[src/rtl/ram_arb_pkg.sv]
// Shared types for the program/data RAM arbiter.
// State, owner encoding and default lock budget.
package ram_arb_pkg;

  typedef enum logic [1:0] {
    IDLE,
    CPU_OWN,
    HOST_OWN,
    HOST_LOCK
  } arb_state_e;

  typedef enum logic {
    OWN_CPU  = 1'b0,
    OWN_HOST = 1'b1
  } owner_e;

  localparam int LOCK_MAX_DEF = 64;

endpackage

[src/rtl/starve_timer.sv]
// Counts CPU wait cycles under host lock.
// hit forces one CPU grant when the budget is used up.
module starve_timer #(
  parameter int LOCK_MAX = 64
) (
  input  logic clk,
  input  logic reset,
  input  logic inc,
  input  logic clr,
  output logic hit
);

  logic [7:0] cnt_q, cnt_d;

  always_comb begin
    cnt_d = cnt_q;
    if (clr) cnt_d = '0;
    else if (inc) cnt_d = cnt_q + 8'd1;
  end

  always_ff @(posedge clk) begin
    if (!reset) cnt_q <= '0;
    else cnt_q <= cnt_d;
  end

  assign hit = (cnt_q == 8'(LOCK_MAX));

endmodule

[src/rtl/ram_arbiter.sv]
// CPU/host arbiter for the single-port program/data RAM.
// Round-robin, host lock bursts, starvation-bounded CPU wait.
module ram_arbiter
  import ram_arb_pkg::*;
#(
  parameter int DATA_WIDTH = 16,
  parameter int ADDR_WIDTH = 8,
  parameter int LOCK_MAX   = LOCK_MAX_DEF
) (
  input  logic                  clk,
  input  logic                  reset,
  input  logic                  cpu_req,
  input  logic                  cpu_we,
  input  logic [ADDR_WIDTH-1:0] cpu_addr,
  input  logic [DATA_WIDTH-1:0] cpu_wdata,
  output logic                  cpu_gnt,
  output logic                  cpu_stall,
  output logic                  cpu_rvalid,
  output logic [DATA_WIDTH-1:0] cpu_rdata,
  input  logic                  host_req,
  input  logic                  host_we,
  input  logic [ADDR_WIDTH-1:0] host_addr,
  input  logic [DATA_WIDTH-1:0] host_wdata,
  input  logic                  host_lock,
  output logic                  host_gnt,
  output logic                  host_rvalid,
  output logic [DATA_WIDTH-1:0] host_rdata,
  output logic [ADDR_WIDTH-1:0] ram_addr,
  output logic                  ram_we,
  output logic [DATA_WIDTH-1:0] ram_wdata,
  input  logic [DATA_WIDTH-1:0] ram_rdata
);

  arb_state_e            state_q, state_d;
  owner_e                last_q, last_d;
  owner_e                rd_owner_q, rd_owner_d;
  logic                  rd_pend_q, rd_pend_d;
  logic [ADDR_WIDTH-1:0] addr_q, addr_d;

  logic locked;
  logic hit;
  logic cpu_g;
  logic host_g;
  logic st_inc;
  logic st_clr;

  assign locked = (state_q == HOST_LOCK) && host_req && host_lock;

  // Grants are gated by reset so nothing reaches the RAM while held.
  always_comb begin
    cpu_g  = 1'b0;
    host_g = 1'b0;
    if (!reset) begin
      cpu_g  = 1'b0;
      host_g = 1'b0;
    end else if (locked) begin
      if (cpu_req && hit) cpu_g = 1'b1;
      else host_g = 1'b1;
    end else if (cpu_req && host_req) begin
      if (last_q == OWN_HOST) cpu_g = 1'b1;
      else host_g = 1'b1;
    end else begin
      cpu_g  = cpu_req;
      host_g = host_req;
    end
  end

  always_comb begin
    state_d    = state_q;
    last_d     = last_q;
    rd_pend_d  = 1'b0;
    rd_owner_d = rd_owner_q;
    addr_d     = addr_q;
    unique case (1'b1)
      cpu_g: begin
        state_d    = locked ? HOST_LOCK : CPU_OWN;
        last_d     = OWN_CPU;
        rd_pend_d  = ~cpu_we;
        rd_owner_d = OWN_CPU;
        addr_d     = cpu_addr;
      end
      host_g: begin
        state_d    = host_lock ? HOST_LOCK : HOST_OWN;
        last_d     = OWN_HOST;
        rd_pend_d  = ~host_we;
        rd_owner_d = OWN_HOST;
        addr_d     = host_addr;
      end
      default: state_d = IDLE;
    endcase
  end

  always_ff @(posedge clk) begin
    if (!reset) begin
      state_q    <= IDLE;
      last_q     <= OWN_HOST;
      rd_pend_q  <= 1'b0;
      rd_owner_q <= OWN_CPU;
      addr_q     <= '0;
    end else begin
      state_q    <= state_d;
      last_q     <= last_d;
      rd_pend_q  <= rd_pend_d;
      rd_owner_q <= rd_owner_d;
      addr_q     <= addr_d;
    end
  end

  assign st_inc = (state_q == HOST_LOCK) && cpu_req && !cpu_g;
  assign st_clr = cpu_g || !cpu_req;

  starve_timer #(
    .LOCK_MAX(LOCK_MAX)
  ) u_starve (
    .clk  (clk),
    .reset(reset),
    .inc  (st_inc),
    .clr  (st_clr),
    .hit  (hit)
  );

  assign cpu_gnt   = cpu_g;
  assign host_gnt  = host_g;
  assign cpu_stall = reset && cpu_req && !cpu_g;

  assign ram_we    = (cpu_g && cpu_we) || (host_g && host_we);
  assign ram_addr  = reset ? addr_d : '0;
  assign ram_wdata = cpu_g  ? cpu_wdata :
                     host_g ? host_wdata : '0;

  assign cpu_rvalid  = reset && rd_pend_q && (rd_owner_q == OWN_CPU);
  assign host_rvalid = reset && rd_pend_q && (rd_owner_q == OWN_HOST);
  assign cpu_rdata   = cpu_rvalid  ? ram_rdata : '0;
  assign host_rdata  = host_rvalid ? ram_rdata : '0;

endmodule

[config.mk]
export PLATFORM = sky130hd
export DESIGN_NAME = ram_arbiter
export DESIGN_NICKNAME = d
export VERILOG_FILES = /design/src/rtl/ram_arb_pkg.sv /design/src/rtl/starve_timer.sv /design/src/rtl/ram_arbiter.sv
export SDC_FILE = /design/constraint.sdc
export NUM_CORES = 1
export LEC_CHECK = 0
export ABC_AREA = 1
export CAP_MARGIN = 40
export CORE_ASPECT_RATIO = 0.7
export CORE_MARGIN = 1.5
export CORE_UTILIZATION = 23
export DETAILED_ROUTE_END_ITERATION = 10
export SLEW_MARGIN = 20
export SYNTH_ARGS = -nofsm -noshare
export SYNTH_HDL_FRONTEND = slang
export SYNTH_SLANG_ARGS = --single-unit
[constraint.sdc]
create_clock -name clk -period 1.8 [get_ports clk]
set_clock_uncertainty 0.1 [all_clocks]
set_input_delay 0.18 -clock clk [delete_from_list [all_inputs] [get_ports clk]]
set_output_delay 0.18 -clock clk [all_outputs]
set_load 0.05 [all_outputs]
# [After elaboration in Yosys (flattened, before gate mapping)]
# Cells that the tools add are included.
[classes] addsub=1 n_eq_ne=2 n_mux=21 bitwise=4 n_reduce_logical=19
[ops] op="$mux W16" count=4
[ops] op="$pmux W8 S2" count=1
[ops] op="$logic_and A1 B1 Y1" count=13
[ops] op="$mux W1" count=11
[ops] op="$add A8 B1 Y8 const B" count=1
[ops] op="$eq A8 B7 Y1 const B" count=1
[ops] op="$mux W8" count=1
[ops] op="$not A1 Y1" count=4
[ops] op="$pmux W1 S2" count=2
[ops] op="$pmux W2 S2" count=1
[ops] op="$eq A2 B2 Y1 const B" count=1
[ops] op="$logic_not A1 Y1" count=2
[ops] op="$logic_or A1 B1 Y1" count=2
[ops] op="$mux W2" count=1
[ops] op="$reduce_bool A2 Y1" count=1
[ops] op="$reduce_or A2 Y1" count=1
[word_totals] reg_bits=21 input_bits=71 output_inout_bits=62 wordCells=53

# [Longest topological paths before layout]
# Gate-level depths: netlist (run 1).
[logic_depth] depth_word=7 mapped_depth=11 mapped_depth_nobuf=11

# [By module]
# A second synthesis (run 1) with hierarchy kept.
[hier_totals] hier_cells=275 area_unflattened_um2=1561.5
[modules_own_cells] module="ram_arbiter" n_inst=1 cells_each=217 area_each_um2=1152.4 seq_area_each_um2=260.2
[modules_own_cells] module="starve_timer" n_inst=1 cells_each=58 area_each_um2=409.1 seq_area_each_um2=160.2

# [Worst setup path before layout (run 1)]
# OpenSTA, ideal clock, no wires.
[synth_timing] path_type="register to output" startpoint="register rd_owner_q" endpoint="output port cpu_rdata[10]" t_arrival_ps=2677 required_time_ps=1520 path_slack_ps=-1157 path_stages_with_launch=5 n_path_buf=1 cell_sequence="dfxtp_1 nor3_1 inv_1 clkbuf_1 nor2_1"
[synth_between] elab_chain_cells=3
[synth_lines] item="start, declared" line_no="ram_arbiter.sv:36" rtl="owner_e rd_owner_q, rd_owner_d;"
[synth_lines] item="start signal, assigned" line_no="ram_arbiter.sv:104" rtl="rd_owner_q <= rd_owner_d;"
[synth_lines] item="$not A1 Y1" line_no="ram_arbiter.sv:131" rtl="assign cpu_rvalid = reset && rd_pend_q && (rd_owner_q == OWN_CPU);"
[synth_lines] item="$logic_and A1 B1 Y1" line_no="ram_arbiter.sv:131"
[synth_lines] item="via cpu_rvalid" line_no="ram_arbiter.sv:18" rtl="output logic cpu_rvalid,"
[synth_lines] item="$mux W16" line_no="ram_arbiter.sv:133" rtl="assign cpu_rdata = cpu_rvalid ? ram_rdata : '0;"
[synth_lines] item="end, declared" line_no="ram_arbiter.sv:19" rtl="output logic [DATA_WIDTH-1:0] cpu_rdata,"
# The timed path passes the listed nets, and every way through them passes these cells.

# [Worst setup path in the final report (run 1)]
[layout_timing] startpoint="register u_starve.cnt_q[0]" endpoint="output port ram_wdata[9]"
[layout_between] elab_chain_cells=7 elab_cells_between_ends=10 cone_classes="eq/ne: 1; mux: 8; reduce/logical: 1"
[layout_lines] item="start, declared" line_no="starve_timer.sv:13" rtl="logic [7:0] cnt_q, cnt_d;"
[layout_lines] item="start signal, assigned" line_no="starve_timer.sv:23" rtl="else cnt_q <= cnt_d;"
[layout_lines] item="$eq A8 B7 Y1 *" line_no="starve_timer.sv:26" rtl="assign hit = (cnt_q == 8'(LOCK_MAX));"
[layout_lines] item="$logic_and A1 B1 Y1 *" line_no="ram_arbiter.sv:57" rtl="if (cpu_req && hit) cpu_g = 1'b1;"
[layout_lines] item="$mux W1" line_no="ram_arbiter.sv:57"
[layout_lines] item="$mux W1" line_no="ram_arbiter.sv:56" rtl="end else if (locked) begin"
[layout_lines] item="$mux W1" line_no="ram_arbiter.sv:53" rtl="if (!reset) begin"
[layout_lines] item="$mux W16" line_no="ram_arbiter.sv:129" rtl="host_g ? host_wdata : '0;"
[layout_lines] item="$mux W16 *" line_no="ram_arbiter.sv:128" rtl="assign ram_wdata = cpu_g ? cpu_wdata :"
[layout_lines] item="end, declared" line_no="ram_arbiter.sv:30" rtl="output logic [DATA_WIDTH-1:0] ram_wdata,"
# Mark *: on every way between the ends. The rest lies on a longest branch, timed or not.

==> results of run 1 <==
[through the flow]
step	utilization, %	TNS (ns)
after floorplan	-	-0.197
final	71.0	-7.82
after global placement	67.0	-14.90
after CTS	69.4	-7.68
after global routing	71.0	-10.55
after detailed placement	67.0	-16.95
[cell type report]
class                   count  area (µm²)  share of cell area, %
repair buffers            172        2360                   53.3
multi-input cells         185        1330                   29.9
flip-flops and latches     21         427                   9.62
inverters                  45         174                   3.92
well taps                  78        97.6                   2.20
clock buffers               3        41.3                  0.931
clock inverters             1        5.00                  0.113
[kinds of logic after synthesis]
family                     count (synthesis)  share of synthesized area, %
and+or+nand+nor                          162                          45.4
adders and majority gates                  2                          1.68
AOI/OAI and AO/OA                         16                          6.54
xor gates and xnor gates                   5                          2.93
buffers and inverters                     53                          15.3
DFF                                       21                          28.2
[path summary, 6_finish.rpt]
check,start,end,slack (ns),depth (start not counted)
setup / recovery,u_starve.cnt_q[0],ram_wdata[9],-0.32,12
hold / removal,host_lock,state_q[0],0.07,3
setup reg to reg,u_starve.cnt_q[0],u_starve.cnt_q[1],0.08,13
hold reg to reg,u_starve.cnt_q[7],u_starve.cnt_q[7],0.38,2
[cells in the mapped netlist (2+ instances only)]
cell type,instances
a21oi_1,10
buf_2,2
buf_6,3
clkbuf_1,2
dfxtp_1,21
ha_1,2
inv_1,41
inv_2,4
nand2_1,87
nand2_2,2
nand3_1,19
nand4_1,2
nor2_1,45
nor3_1,2
o21ai_0,2
xor2_1,4
[worst max-delay path, delay by kind of cell (launching register included)]
family / cells / cell delay, ns
buffers and inverters: 4 / 0.42
adders and majority gates: 1 / 0.14
DFF: 1 / 0.33
and+or+nand+nor: 7 / 0.66
[per-layer routing]
layer / vias up / routed length [µm] / GRT usage [%]
met5: - / 0 / 0
li1: 1113 / - / -
met4: 0 / 27 / 1.88
met3: 4 / 495 / 3.70
met1: 991 / 2990 / 25.2
met2: 100 / 3340 / 33.0
[power by group through the flow]
stage          logic [µW]  registers (µW)  clock network, µW
6_report              983             502                312
5_1_grt              1030             504                351
4_1_cts               963             500                327
3_5_place_dp          940             509                  0
3_3_place_gp          932             508                  0
2_1_floorplan         444             507                  0
[registers in the layout, summed over array words and instances, names as in the netlist]
register,count
rd_pend_q,1
rd_owner_q,1
u_starve.cnt_q,8
addr_q,8
last_q,1
state_q,2
[timing repair]
| action | 4_1_cts | 5_1_grt |
|---|---|---|
| gates cloned | 0 | 2 |
| setup buffers | 3 | 2 |
| pin swaps | 9 | 5 |
| hold buffers | 0 | 0 |
| setup endpoints to repair | 62 | 31 |
| gates resized for setup | 29 | 20 |
==> reports/results.ini, run 1 <==
[run_status]
status = complete, but fails checks
violations = setup timing

[timing]
rsz0062_at_grt = yes
post-route-period-util_pct = 118
fin_crit_ns = 2.12
fmax_mhz = 472
whs_ns = 0.0688
slew_violations = 0
fin_ws_ns = -0.318
tightest_slew_ns = 0.329
maxSlewHeadroom_pct = 77.8
finalHoldViolations = 0
setup_viol = 28

[detailed_routing]
vias = 2208
routed_via_density = 4.37
routed_wirelength_um = 6850
drc_errors = 0
postRouteAntennaNets = 0
firstDrtPassIters = 4
drt-initial-drc-count = 70
wl_per_cell_um = 13.6

[final_layout]
design_area_um2 = 4440
antenna_cells = 0
fin_cells = 505
drive_above_1_share_pct = 49.4
fill_cells = 471
final_cell_mix = buf_12, clkdlybuf4s50_1, nand2_1, inv_1, buf_4
area_delta_synth_final_pct = 197
final_common_cell = buf_12
nets = 501

[floorplan]
dieArea_um2 = 6990
chipWidth_um = 99.3
start_util_pct = 23.9
ios = 133
core_area_um2 = 6250
num_rows = 24
die_h_um = 70.4

[cts]
worstSkewPairLatency_ns = 0.26
cts_sinks = 21
cts_tree = yes
cts_max_level = 1
cts.path.max_buffers = 2
cts_buffers = 3
root_buffer = clkbuf_8
clk_pin_slew_ns = 0.08

[min_path]
min_path_type = input port to flop

[power_and_ir_drop]
power.switching_uw = 661
leakage_uw = 0.00188
pwr-share-comb_pct = 54.7
peakVddDrop_mv = 0.397
p_int_uw = 1140
power.density_nw_per_um2 = 405
total_power_uw = 1800
sw_frac_of_total_pct = 36.8
pwr-share-clk_pct = 17.4
p_seq_share_pct = 27.9

[global_route]
grt_pass1_wl_um = 10700
grt_util_all_layers_pct = 19.0
grt_pass1_vias = 2118
grt-ovfl-total = 0
grt_antenna_before_repair = 0
grt_max_degree = 21

[setup_path]
crit_path_top_delay_cell = dfxtp_2
crit_chain = inv_2, ha_4, nand2_4, nor2_4, nand3_4, nand2_4, nand2_2, inv_2, buf_12, nand2_1, nand2_4, buf_12
cp_common_cell = nand2_4
crit_arrival_ns = 1.84
worst-path-max-fanout = 18
crit_path_end_kind = output pin
criticalPathCategory = flop to output pin
cp-start-kind = flop
crit_required_ns = 1.52
critical_path.max_stage_delay_ns = 0.33

[logic_synthesis]
syn_nets = 332
synth.yosys.seq_area_share_pct = 28.2
synth-edff-count = 0
avgSynthCellArea_um2 = 5.76
synthDistinctLibCells = 27
ys_seq_elements = 21
netlist_area_um2 = 1490
synthArstFlopShare_pct = 0
synth_cells = 259
ys_warn_count = 0
synth_top_flop_cell = dfxtp_1
synthDominantCellAreaShare_pct = 28.2
synth_area_leaders = dfxtp_1, nand2_1, nor2_1, inv_1, nand3_1
yosys.area.top_type = dfxtp_1

[placed_design]
place_inst = 494
portBuffers = 132
dp_hpwl_um = 5580
dpl_cell_area_um2 = 4190
place_congestion = 0.796
place_ws_ns = -0.395

[job]
drv_cap = 0

Power figures use the tool's default switching activity.
==> run 2, diff against run 1 <==
- CORE_UTILIZATION: 23 -> 31
- PLACE_DENSITY_LB_ADDON: unset -> 0.2
- RECOVER_POWER: unset -> 50
==> run 2 against run 1 <==
Net effect:
- the run now fails in 4_1_cts
- area after synthesis unchanged
- synthesized cell count stayed put
==> reports/results.ini, run 2 <==
[logic_synthesis]
ys_warn_count = 0  ; unchanged
synth.yosys.seq_area_share_pct = 28.2  ; unchanged
synth-edff-count = 0  ; unchanged
synthTopCellsByCount = nand2_1, nor2_1, inv_1  ; unchanged
yosys.area.top_type = dfxtp_1  ; unchanged
synth_top_flop_cell = dfxtp_1  ; unchanged
synthDominantCellAreaShare_pct = 28.2  ; unchanged
synth_area_leaders = dfxtp_1, nand2_1, nor2_1, inv_1, nand3_1  ; unchanged
avgSynthCellArea_um2 = 5.76  ; unchanged
synthArstFlopShare_pct = 0  ; unchanged
synth_most_common_cell = nand2_1  ; unchanged
ys_seq_elements = 21  ; unchanged
synth_cells = 259  ; unchanged
synthDistinctLibCells = 27  ; unchanged
syn_nets = 332  ; unchanged
netlist_area_um2 = 1490  ; unchanged

[cts]
root_buffer = clkbuf_8  ; unchanged
cts.path.max_buffers = 2  ; unchanged
cts_buffers = 3  ; unchanged
post_cts_buffers = 4  ; was 3
cts_max_level = 1  ; unchanged
hold_buffers = 0  ; unchanged
cts_sinks = 21  ; unchanged
cts-resized-gates = 50  ; was 29

[run_status]
status = stopped before the end  ; was complete, but fails checks
stop_stage = 4_1_cts
error = [ERROR DPL-0033] detailed placement checks failed during check placement.

[placed_design]
place_congestion = 0.821  ; was 0.796
dpl_cell_area_um2 = 4170  ; was 4190 µm²
portBuffers = 132  ; unchanged
dp_hpwl_um = 6820  ; was 5580 µm

[floorplan]
num_rows = 20  ; was 24
ios = 133  ; unchanged
chipWidth_um = 85.9  ; was 99.3 µm
start_util_pct = 33.3  ; was 23.9%
die_h_um = 61.1  ; was 70.4 µm

[run 2: cell families after synthesis]
family	count (synthesis)	share of synthesized area, %
AO/OA/AOI/OAI	16	6.54
XOR/XNOR	5	2.93
adder cells (fa/ha/maj)	2	1.68
buffers and inverters	53	15.3
flip-flops	21	28.2
AND/OR/NAND/NOR	162	45.4
[run 2: through the flow]
| step | cells | utilization (%) | setup slack [ns] |
|---|---|---|---|
| 2_1_floorplan | 259 | - | -0.0289 |
| 3_3_place_gp | 476 | 93.1 | -0.296 |
| 3_5_place_dp | 476 | 93.1 | -0.409 |
==> run 3, diff against run 2 <==
- CORE_ASPECT_RATIO: 0.7 -> unset
- CORE_UTILIZATION: 31 -> 25
- PLACE_DENSITY_LB_ADDON: 0.2 -> 0.15
==> run 3 against run 2 <==
Net effect:
- the flow now finishes, with violations (setup timing)
==> reports/results.ini, run 3 (synthesis results as in run 1) <==
[min_path]
min_path_type = input port to flop
hp-start = host_lock
whs_endpoint = state_q[0]
hold_depth = 3

[cts]
cts_max_level = 1  ; unchanged
cts_buffers = 3  ; unchanged
cts_sinks = 21  ; unchanged
cts_tree = yes
cts.path.max_buffers = 2  ; unchanged
root_buffer = clkbuf_8  ; unchanged
hold_buffers = 0  ; unchanged
clk_pin_slew_ns = 0.08
worstSkewPairLatency_ns = 0.26

[final_layout]
final-seq-area_um2 = 428
area_delta_synth_final_pct = 204
multi_input_area_um2 = 1390
drive_above_1_share_pct = 51.7
fill_cells = 344
nets = 503
top_regs = addr_q: 8 flops, u_starve.cnt_q: 8 flops, state_q: 2 flops
final_cell_mix = buf_12, clkdlybuf4s50_1, nand2_1, nor2_4
antenna_cells = 0
final_common_cell = buf_12

[setup_path]
crit_required_ns = 1.52
r2r_end = addr_q[1]
crit_path_end_kind = output pin
crit_path_top_delay_cell = dfxtp_2
worst-path-max-fanout = 7
critical_path.max_stage_delay_ns = 0.34
crit_buf_inv = 3
reg2regPathDepth = 12
reg2reg_setup_slack_ns = 0.02
crit_arrival_ns = 1.81
crit_family = simple AND/OR/NAND/NOR gates
cp_common_cell = nand2_4
cp-start-kind = flop
criticalPathCategory = flop to output pin
r2r-start = u_starve.cnt_q[0]
crit_chain = inv_2, ha_4, nand2_4, nor2_4, nand3_4, nand2_4, nand2_4, buf_12, nand3_2, a21oi_4, buf_12

[timing]
post-route-period-util_pct = 116
fin_ws_ns = -0.293
whs_ns = 0.173
tightest_slew_ns = 0.350
fmax_mhz = 478
maxSlewHeadroom_pct = 76.6
slew_violations = 0
fin_crit_ns = 2.09
finalHoldViolations = 0
timing.setup.tns_ns = -9.14
rsz0062_at_grt = yes
setup_viol = 44

[detailed_routing]
firstDrtPassIters = 4
drt-initial-drc-count = 29
routed_wirelength_um = 7690
postRouteAntennaNets = 0
routed_via_density = 4.55
wl_per_cell_um = 15.3
drc_errors = 0
vias = 2280

[floorplan]
start_util_pct = 26.5  ; was 33.3%
ios = 133  ; unchanged
chipWidth_um = 80.3  ; was 85.9 µm
dieArea_um2 = 6440
die_h_um = 80.3  ; was 61.1 µm
num_rows = 27  ; was 20
core_area_um2 = 5640

[global_route]
grt-ovfl-total = 0
grt_max_degree = 19
grt_util_all_layers_pct = 22.8
grt_pass1_wl_um = 11300
grt_pass1_vias = 2197
grt_antenna_before_repair = 0

[power_and_ir_drop]
leakage_uw = 0.00188
pwr-share-clk_pct = 17.1
p_seq_share_pct = 27.1
pwr-share-comb_pct = 55.8
power.density_nw_per_um2 = 409
p_int_uw = 1160
peakVddDrop_mv = 0.487
power.switching_uw = 693
total_power_uw = 1850
sw_frac_of_total_pct = 37.4

[run_status]
status = complete, but fails checks  ; was stopped before the end
violations = setup timing

[placed_design]
portBuffers = 132  ; unchanged
dp_hpwl_um = 5730  ; was 6820 µm
place_ws_ns = -0.369  ; was -0.409 ns
place_congestion = 0.828  ; was 0.821

[job]
drv_cap = 0

## run 3: cell type report
cell class | count | share of cell area [%]
multi-input cells | 185 | 30.6
repair inverters | 1 | 0.110
clock inverters | 1 | 0.110
inverters | 45 | 4.08
flip-flops and latches | 21 | 9.43
clock buffers | 3 | 0.910
repair buffers | 173 | 52.8
well taps | 72 | 1.99
## run 3: worst max-delay path by stage
stage / startpoint / endpoint / slack (ns) / depth (start not counted)
2_1_floorplan: rd_owner_q / host_rdata[0] / -0.03 / 4
3_5_place_dp: host_lock / ram_addr[2] / -0.37 / 11
3_3_place_gp: host_lock / ram_addr[0] / -0.33 / 11
5_1_grt: u_starve.cnt_q[0] / ram_addr[1] / -0.40 / 12
6_report: u_starve.cnt_q[0] / ram_addr[1] / -0.29 / 11
4_1_cts: u_starve.cnt_q[0] / ram_addr[7] / -0.29 / 12
## run 3: per-layer routing
| layer | routed length (µm) | global-route usage, % | up-vias |
|---|---|---|---|
| li1 | - | - | 1120 |
| met1 | 3100 | 27.3 | 1070 |
| met2 | 4020 | 41.8 | 83 |
| met3 | 497 | 3.98 | 7 |
| met4 | 72 | 5.52 | 0 |
| met5 | 0 | 0 | - |
## run 3: power by group through the flow
stage / registers [µW] / clock network, µW / logic, µW
global route: 505 / 351 / 1080
CTS: 502 / 329 / 1010
floorplan: 507 / 0 / 444
detailed placement: 509 / 0 / 942
global placement: 508 / 0 / 931
finish: 502 / 318 / 1030
## run 3: repair_timing
action / CTS / global route
gates cloned: 3 / 2
pin swaps: 19 / 9
endpoints found under the setup margin: 59 / 47
endpoints found under the hold margin: 0 / 0
gates resized for setup: 54 / 19
setup buffers: 6 / 2
## run 3: per-stage QoR
stage / std cells / instance area [µm²] / utilization [%]
after global placement: 484 / 4150 / 73.5
after detailed placement: 484 / 4150 / 73.5
final: 501 / 4540 / 80.4
after CTS: 497 / 4420 / 78.3
after global routing: 501 / 4540 / 80.4
after floorplan: 259 / 1930 / -
## run 3: tightest hold or removal path, stage by stage
cell and delay, ns:
dlygate4sd2_1 0.23, nand2_1 0.06, nand2_1 0.04
==> run 4, diff against run 3 <==
- HOLD_SLACK_MARGIN: unset -> 0.06
==> results of run 4 <==
The final DEF is identical to that of run 3; final timing and power are the same.
